File: config.mk
export PLATFORM = sky130hd
export DESIGN_NAME = storage_readout_ctrl_flat
export DESIGN_NICKNAME = d
export VERILOG_FILES = /design/src/rtl/storage_readout_ctrl_if.sv /design/src/rtl/storage_readout_ctrl.sv /design/src/flat_wrapper.sv
export SDC_FILE = /design/constraint.sdc
export NUM_CORES = 1
export LEC_CHECK = 0
export ABC_AREA = 1
export BUFFER_PORTS_ARGS = -buffer_cell sky130_fd_sc_hd__buf_2
export CAP_MARGIN = 10
export CORE_UTILIZATION = 45
export DETAILED_ROUTE_END_ITERATION = 8
export GPL_TIMING_DRIVEN = 0
export PLACE_DENSITY_LB_ADDON = 0.15
export SLEW_MARGIN = 30
export SYNTH_ARGS = -nofsm -noshare
export SYNTH_HDL_FRONTEND = slang
export SYNTH_SLANG_ARGS = --single-unit
File: constraint.sdc
create_clock -name rdclk -period 2.25 [get_ports rdclk]
set_input_delay 0.45 -clock rdclk [delete_from_list [all_inputs] [get_ports rdclk]]
set_output_delay 0.45 -clock rdclk [all_outputs]
set_load 0.05 [all_outputs]
File: src/rtl/storage_readout_ctrl_if.sv
// Purpose: host/storage-facing signal bundle of the capture-storage readout controller.
// Latency: none; wiring only.
// Backpressure: out_ready from downstream gates rden combinationally inside the controller.
// Ports: start/abort/ch_mask/sample_count come from the host, fifo_empty from storage, and
// out_ready from downstream. rden goes to storage. dout_valid/dout_ch tag the storage dout.
// busy/done/underrun report status back to the host.
interface storage_readout_ctrl_if #(
  parameter int CNT_W = 16
);
  logic             start;
  logic             abort;
  logic [7:0]       ch_mask;
  logic [CNT_W-1:0] sample_count;
  logic [7:0]       fifo_empty;
  logic             out_ready;
  logic [7:0]       rden;
  logic             dout_valid;
  logic [2:0]       dout_ch;
  logic             busy;
  logic             done;
  logic [7:0]       underrun;

  // Host / storage / downstream side.
  modport master (
    output start, abort, ch_mask, sample_count, fifo_empty, out_ready,
    input  rden, dout_valid, dout_ch, busy, done, underrun
  );

  // Readout controller side.
  modport slave (
    input  start, abort, ch_mask, sample_count, fifo_empty, out_ready,
    output rden, dout_valid, dout_ch, busy, done, underrun
  );
endinterface

File: src/rtl/storage_readout_ctrl.sv
// Purpose: walks the enabled capture channels in ascending order, reading sample_count words from each.
// Latency: a word read in cycle t is tagged on dout_valid/dout_ch in cycle t+RD_LAT. Channel changes cost one idle cycle.
// Backpressure: rden drops in the same cycle out_ready falls. Up to RD_LAT words are still in flight.
// Ports: rdclk is the clock and rst is a synchronous active-high reset. bus is the slave modport of
// storage_readout_ctrl_if. It carries the host controls, the storage flags/enables and the output tags.
module storage_readout_ctrl #(
  parameter int RD_LAT  = 2,
  parameter int CNT_W   = 16,
  parameter int TIMEOUT = 255
) (
  input  logic                 rdclk,
  input  logic                 rst,
  storage_readout_ctrl_if.slave bus
);
  localparam int TO_W = (TIMEOUT < 2) ? 1 : $clog2(TIMEOUT + 1);
  // The drain counter only needs to count 0 .. RD_LAT-1.
  localparam int DR_W = (RD_LAT < 3) ? 1 : $clog2(RD_LAT);

  typedef enum logic [2:0] {IDLE, SEL, RD, DRAIN, DONE} state_t;

  state_t           state, stateNext;
  logic [7:0]       remMask;
  logic [CNT_W-1:0] countLat;
  logic [CNT_W-1:0] sampleCnt;
  logic [TO_W-1:0]  toCnt;
  logic [DR_W-1:0]  drainCnt;
  logic [2:0]       curCh;
  logic [7:0]       underrunQ;
  logic             pipeVld [RD_LAT];
  logic [2:0]       pipeCh  [RD_LAT];

  logic [2:0]       lowCh;
  logic [7:0]       rdenC;
  logic             issue;
  logic             emptyTick;
  logic             cntHit;
  logic             toHit;
  logic             startOk;

  // Lowest set bit of the channels still to be dumped.
  always_comb begin
    lowCh = 3'd0;
    for (int i = 7; i >= 0; i--) begin
      if (remMask[i]) lowCh = 3'(i);
    end
  end

  assign startOk = bus.start && (bus.ch_mask != 8'd0) && (bus.sample_count != '0);

  always_comb begin
    stateNext = state;
    issue     = 1'b0;
    emptyTick = 1'b0;
    cntHit    = 1'b0;
    toHit     = 1'b0;
    rdenC     = 8'd0;
    case (state)
      IDLE:  if (bus.start) stateNext = startOk ? SEL : DONE;
      SEL:   stateNext = RD;
      RD: begin
        issue     = bus.out_ready && !bus.fifo_empty[curCh] && (sampleCnt < countLat);
        emptyTick = bus.out_ready && bus.fifo_empty[curCh];
        // Leave on the edge after the last read so only the SEL cycle separates channels.
        cntHit    = issue && ((sampleCnt + CNT_W'(1)) == countLat);
        toHit     = emptyTick && ((toCnt + TO_W'(1)) == TO_W'(TIMEOUT));
        if (cntHit || toHit) stateNext = (remMask != 8'd0) ? SEL : DRAIN;
        if (issue) rdenC[curCh] = 1'b1;
      end
      DRAIN: if (drainCnt == DR_W'(RD_LAT - 1)) stateNext = DONE;
      DONE:  stateNext = IDLE;
      default: stateNext = IDLE;
    endcase
    // Abort overrides any transition out of an active read phase.
    if (bus.abort && ((state == SEL) || (state == RD))) stateNext = DRAIN;
  end

  always_ff @(posedge rdclk) begin
    if (rst) begin
      state     <= IDLE;
      remMask   <= 8'd0;
      countLat  <= '0;
      sampleCnt <= '0;
      toCnt     <= '0;
      drainCnt  <= '0;
      curCh     <= 3'd0;
      underrunQ <= 8'd0;
      for (int i = 0; i < RD_LAT; i++) begin
        pipeVld[i] <= 1'b0;
        pipeCh[i]  <= 3'd0;
      end
    end else begin
      state <= stateNext;
      if ((state == IDLE) && bus.start) begin
        underrunQ <= 8'd0;
        remMask   <= bus.ch_mask;
        countLat  <= bus.sample_count;
      end
      if (state == SEL) begin
        curCh          <= lowCh;
        remMask[lowCh] <= 1'b0;
        sampleCnt      <= '0;
        toCnt          <= '0;
      end
      // issue and emptyTick are mutually exclusive; out_ready low holds the timeout count.
      if (issue) begin
        sampleCnt <= sampleCnt + CNT_W'(1);
        toCnt     <= '0;
      end else if (emptyTick) begin
        toCnt <= toCnt + TO_W'(1);
      end
      if (toHit) underrunQ[curCh] <= 1'b1;
      drainCnt <= (state == DRAIN) ? drainCnt + DR_W'(1) : '0;
      // Tag pipe follows the read regardless of later state changes.
      pipeVld[0] <= issue;
      pipeCh[0]  <= curCh;
      for (int i = 1; i < RD_LAT; i++) begin
        pipeVld[i] <= pipeVld[i-1];
        pipeCh[i]  <= pipeCh[i-1];
      end
    end
  end

  assign bus.rden       = rdenC;
  assign bus.dout_valid = pipeVld[RD_LAT-1];
  assign bus.dout_ch    = pipeCh[RD_LAT-1];
  assign bus.busy       = (state == SEL) || (state == RD) || (state == DRAIN);
  assign bus.done       = (state == DONE);
  assign bus.underrun   = underrunQ;
endmodule
File: src/flat_wrapper.sv
// flat-port wrapper written by rule: the top's interface ports become plain ports
module storage_readout_ctrl_flat 
#(
  parameter int RD_LAT  = 2,
  parameter int CNT_W   = 16,
  parameter int TIMEOUT = 255
)
  (rdclk, rst, bus_start, bus_abort, bus_ch_mask, bus_sample_count, bus_fifo_empty, bus_out_ready, bus_rden, bus_dout_valid, bus_dout_ch, bus_busy, bus_done, bus_underrun);
  storage_readout_ctrl_if #(.CNT_W(CNT_W)) bus_i ();
  input  logic rdclk;
  input  logic rst;
  input wire logic [$bits(bus_i.start)-1:0] bus_start;
  input wire logic [$bits(bus_i.abort)-1:0] bus_abort;
  input wire logic [$bits(bus_i.ch_mask)-1:0] bus_ch_mask;
  input wire logic [$bits(bus_i.sample_count)-1:0] bus_sample_count;
  input wire logic [$bits(bus_i.fifo_empty)-1:0] bus_fifo_empty;
  input wire logic [$bits(bus_i.out_ready)-1:0] bus_out_ready;
  output wire logic [$bits(bus_i.rden)-1:0] bus_rden;
  output wire logic [$bits(bus_i.dout_valid)-1:0] bus_dout_valid;
  output wire logic [$bits(bus_i.dout_ch)-1:0] bus_dout_ch;
  output wire logic [$bits(bus_i.busy)-1:0] bus_busy;
  output wire logic [$bits(bus_i.done)-1:0] bus_done;
  output wire logic [$bits(bus_i.underrun)-1:0] bus_underrun;
  assign bus_i.start = bus_start;
  assign bus_i.abort = bus_abort;
  assign bus_i.ch_mask = bus_ch_mask;
  assign bus_i.sample_count = bus_sample_count;
  assign bus_i.fifo_empty = bus_fifo_empty;
  assign bus_i.out_ready = bus_out_ready;
  assign bus_rden = bus_i.rden;
  assign bus_dout_valid = bus_i.dout_valid;
  assign bus_dout_ch = bus_i.dout_ch;
  assign bus_busy = bus_i.busy;
  assign bus_done = bus_i.done;
  assign bus_underrun = bus_i.underrun;
  storage_readout_ctrl #(.RD_LAT(RD_LAT), .CNT_W(CNT_W), .TIMEOUT(TIMEOUT)) u_core (.rdclk(rdclk), .rst(rst), .bus(bus_i));
endmodule
==> impl_metrics.toml <==
[critical_path]
timing.rr.end = "u_core.sampleCnt[7]"
rr_startpoint = "u_core.countLat[11]"
r2r_setup_slack_ps = -70
cp_slowest_stage_delay_ps = 350
critPathRequiredTime_ps = 1800
critPathCaptureType = "primary output"
r2r_cells = 14
crit_arrival_ps = 2280
critical-path-top-delay-family = "simple AND/OR/NAND/NOR gates"
path_buf_inv = 3
crit_slowest_cell = "dfxtp_1"
path_class = "reg2out"
path_cells = "inv_2, ha_1, a21oi_1, o21ai_1, a21oi_2, nand2_4, nor3_4, clkinv_4, nor4_4, buf_6"
start_kind = "flop"
crit_path_max_fanout = 5

[sta]
max_freq_mhz = 367
finalSetupViolCount = 18
fin_worst_skew_ps = 8.89
fin_crit_sh_pct = 121
final_max_slew_viol_count = 0
setup_ws_ps = -477
final.setup.tns_ps = -3650
slew-limit-headroom_pct = 39.3
period_minus_slack_ps = 2730
finalHoldViolCount = 0
rsz0062_at_grt = "true"
worstMarginPinSlew_ps = 911

[placed_design]
placed_area_mm2 = 0.00486
dp.cells = 825
dp_hpwl_um = 8800
port_buffers = 58
gp_congestion = 0.895
pre_cts_ws_ps = -509

[cells_and_area]
fin_cells = 859
final_nets = 781
area_delta_synth_final_pct = 32.4
final-seq-area_mm2 = 0.00146
layout_commonest_cell = "nand2_1"
multiInputGateArea_mm2 = 0.00280
layout_common_cells = "nand2_1, inv_1, nand3_1"
final_util_pct = 61.4
drive_gt1_share_pct = 30.7
fillers = 842
antennaDiodeCount = 0
final_cell_area_mm2 = 0.00567

[die]
initial_utilization_pct = 46.4
die_x_um = 99.6
core_mm2 = 0.00924
rows = 35
die_y_um = 99.6
io_pins = 59
die_area_mm2 = 0.00991

[synth]
synth-seq-area-share_pct = 33.2
synthesis.nets = 694
synth_edf_count = 0
syn_avg_cell_area_um2 = 6.71
synth_warnings = 0
syn-cell-area_mm2 = 0.00428
yosys.cell_types.count = 41
synthArstFlopShare_pct = 0
ys.flop_type = "dfxtp_1"
ys_ff_latch = 71
syn_inst = 638

[global_route]
antenna_found_initial = 0
grt.total_usage_pct = 24.8
grt_pass1_wl_um = 19500
grt_overflow = 0
grt_pass1_vias = 4173
grt_max_degree = 15

[route]
drt_iter0_markers = 189
wl_per_cell_um = 14.2
antenna_left = 0
vias = 4548
vias_per_cell = 5.29
drc_errors = 0
dr.pass1.iters = 5
wl_um = 12200

[run_status]
status = "finished with violations"
violations = "setup timing"

[clock_network]
cts_tree = "done"
cts.path.max_buffers = 2
cts_htree_levels = 3
clk_latency_ps = 340
clockRootBuffer = "clkbuf_8"
cts_buffers = 9
clk_pin_slew_ps = 90
cts_hold_buf = 0
clkSinkCount = 71

[hold_path]
hold_end = "u_core.countLat[0]"
worstHoldPathCells = 3
min_from = "bus_sample_count[0]"
min_path_type = "in2reg"

[power]
peakVddDrop_v = 0.000858
p_leak_nw = 2.33
power_density_mw_per_mm2 = 905

[run]
cap_violations = 0
[what timing repair did]
action | in CTS | in global routing
gates resized for setup | 29 | 89
endpoints found under the setup margin | 10 | 39
cloned | 0 | 2
buffers inserted | 4 | 14
hold endpoints to repair | 0 | 0
pin swaps | 4 | 13
[report_power, final]
group	switching, mW	leakage (nW)	internal, mW
sequential	0.131	0.590	1.46
clock	0.551	0.111	0.639
combinational	1.55	1.63	0.792
[logic make-up after synthesis]
group / after synthesis / synth area share, %
simple gates: 323 / 34.7
compound gates: 110 / 13.8
buf+inv: 108 / 11.0
flops: 71 / 33.2
fa+ha+maj: 19 / 5.55
xor+xnor: 7 / 1.75
[tightest hold or removal path, cell delays in order]
cell	delay, ps
buf_2	90
nor2_1	40
nor2_1	80
[metal layers]
layer	part of all wire [%]	GRT usage [%]	wire, um	up-vias
li1	-	-	-	2295
met5	0	0	0	-
met4	2.8	9.95	342	0
met1	45	33.2	5550	2104
met2	47	40.8	5730	123
met3	5.0	3.02	610	26
[cell type report]
class,count,area share (%)
clock buffers,9,2.18
clock inverters,7,1.81
multi-input cells,459,49.3
plain buffers,21,2.47
repair buffers,76,9.44
repair inverters,1,0.199
inverters,86,5.91
flip-flops and latches,71,25.8
well taps,129,2.85
[registers in the layout, indices dropped and copies added, names as in the netlist]
| name | cells |
|---|---|
| u_core.state | 3 |
| u_core.countLat | 16 |
| u_core.bus.underrun | 8 |
| u_core.toCnt | 8 |
| u_core.pipeVld | 2 |
| u_core.sampleCnt | 16 |
| u_core.curCh | 3 |
| u_core.pipeCh | 6 |
| u_core.drainCnt | 1 |
| u_core.remMask | 8 |
[synth_stat cells (5+ instances only)]
cell type,instances,share of area [%]
a21oi_1,65,7.6
buf_6,6,1.6
clkbuf_1,9,0.79
dfxtp_1,71,33
ha_1,19,5.6
inv_1,80,7.0
nand2_1,144,13
nand3_1,70,8.2
nand3_2,5,1.2
nand4_1,17,2.5
nor2_1,57,5.0
nor3_1,8,0.93
nor4_1,7,1.0
o21ai_0,32,3.7
[worst max path at each step]
stage	startpoint	to	slack (ps)	depth (start not counted)
finish	u_core.countLat[11]	bus_rden[7]	-480	10
CTS	u_core.sampleCnt[0]	bus_rden[7]	-440	13
global route	u_core.countLat[11]	bus_rden[7]	-590	10
floorplan	u_core.sampleCnt[1]	bus_rden[6]	-270	11
detailed placement	u_core.sampleCnt[1]	bus_rden[7]	-510	12
global placement	u_core.sampleCnt[1]	bus_rden[6]	-510	12
[stage by stage]
stage / power [mW] / hold slack, ps
after CTS: 4.80 / 339
after detailed placement: 3.58 / 397
after floorplan: 3.08 / 388
final: 5.13 / 345
after global placement: 3.55 / 390
after global routing: 5.49 / 339
(Power assumes the default switching activity.)
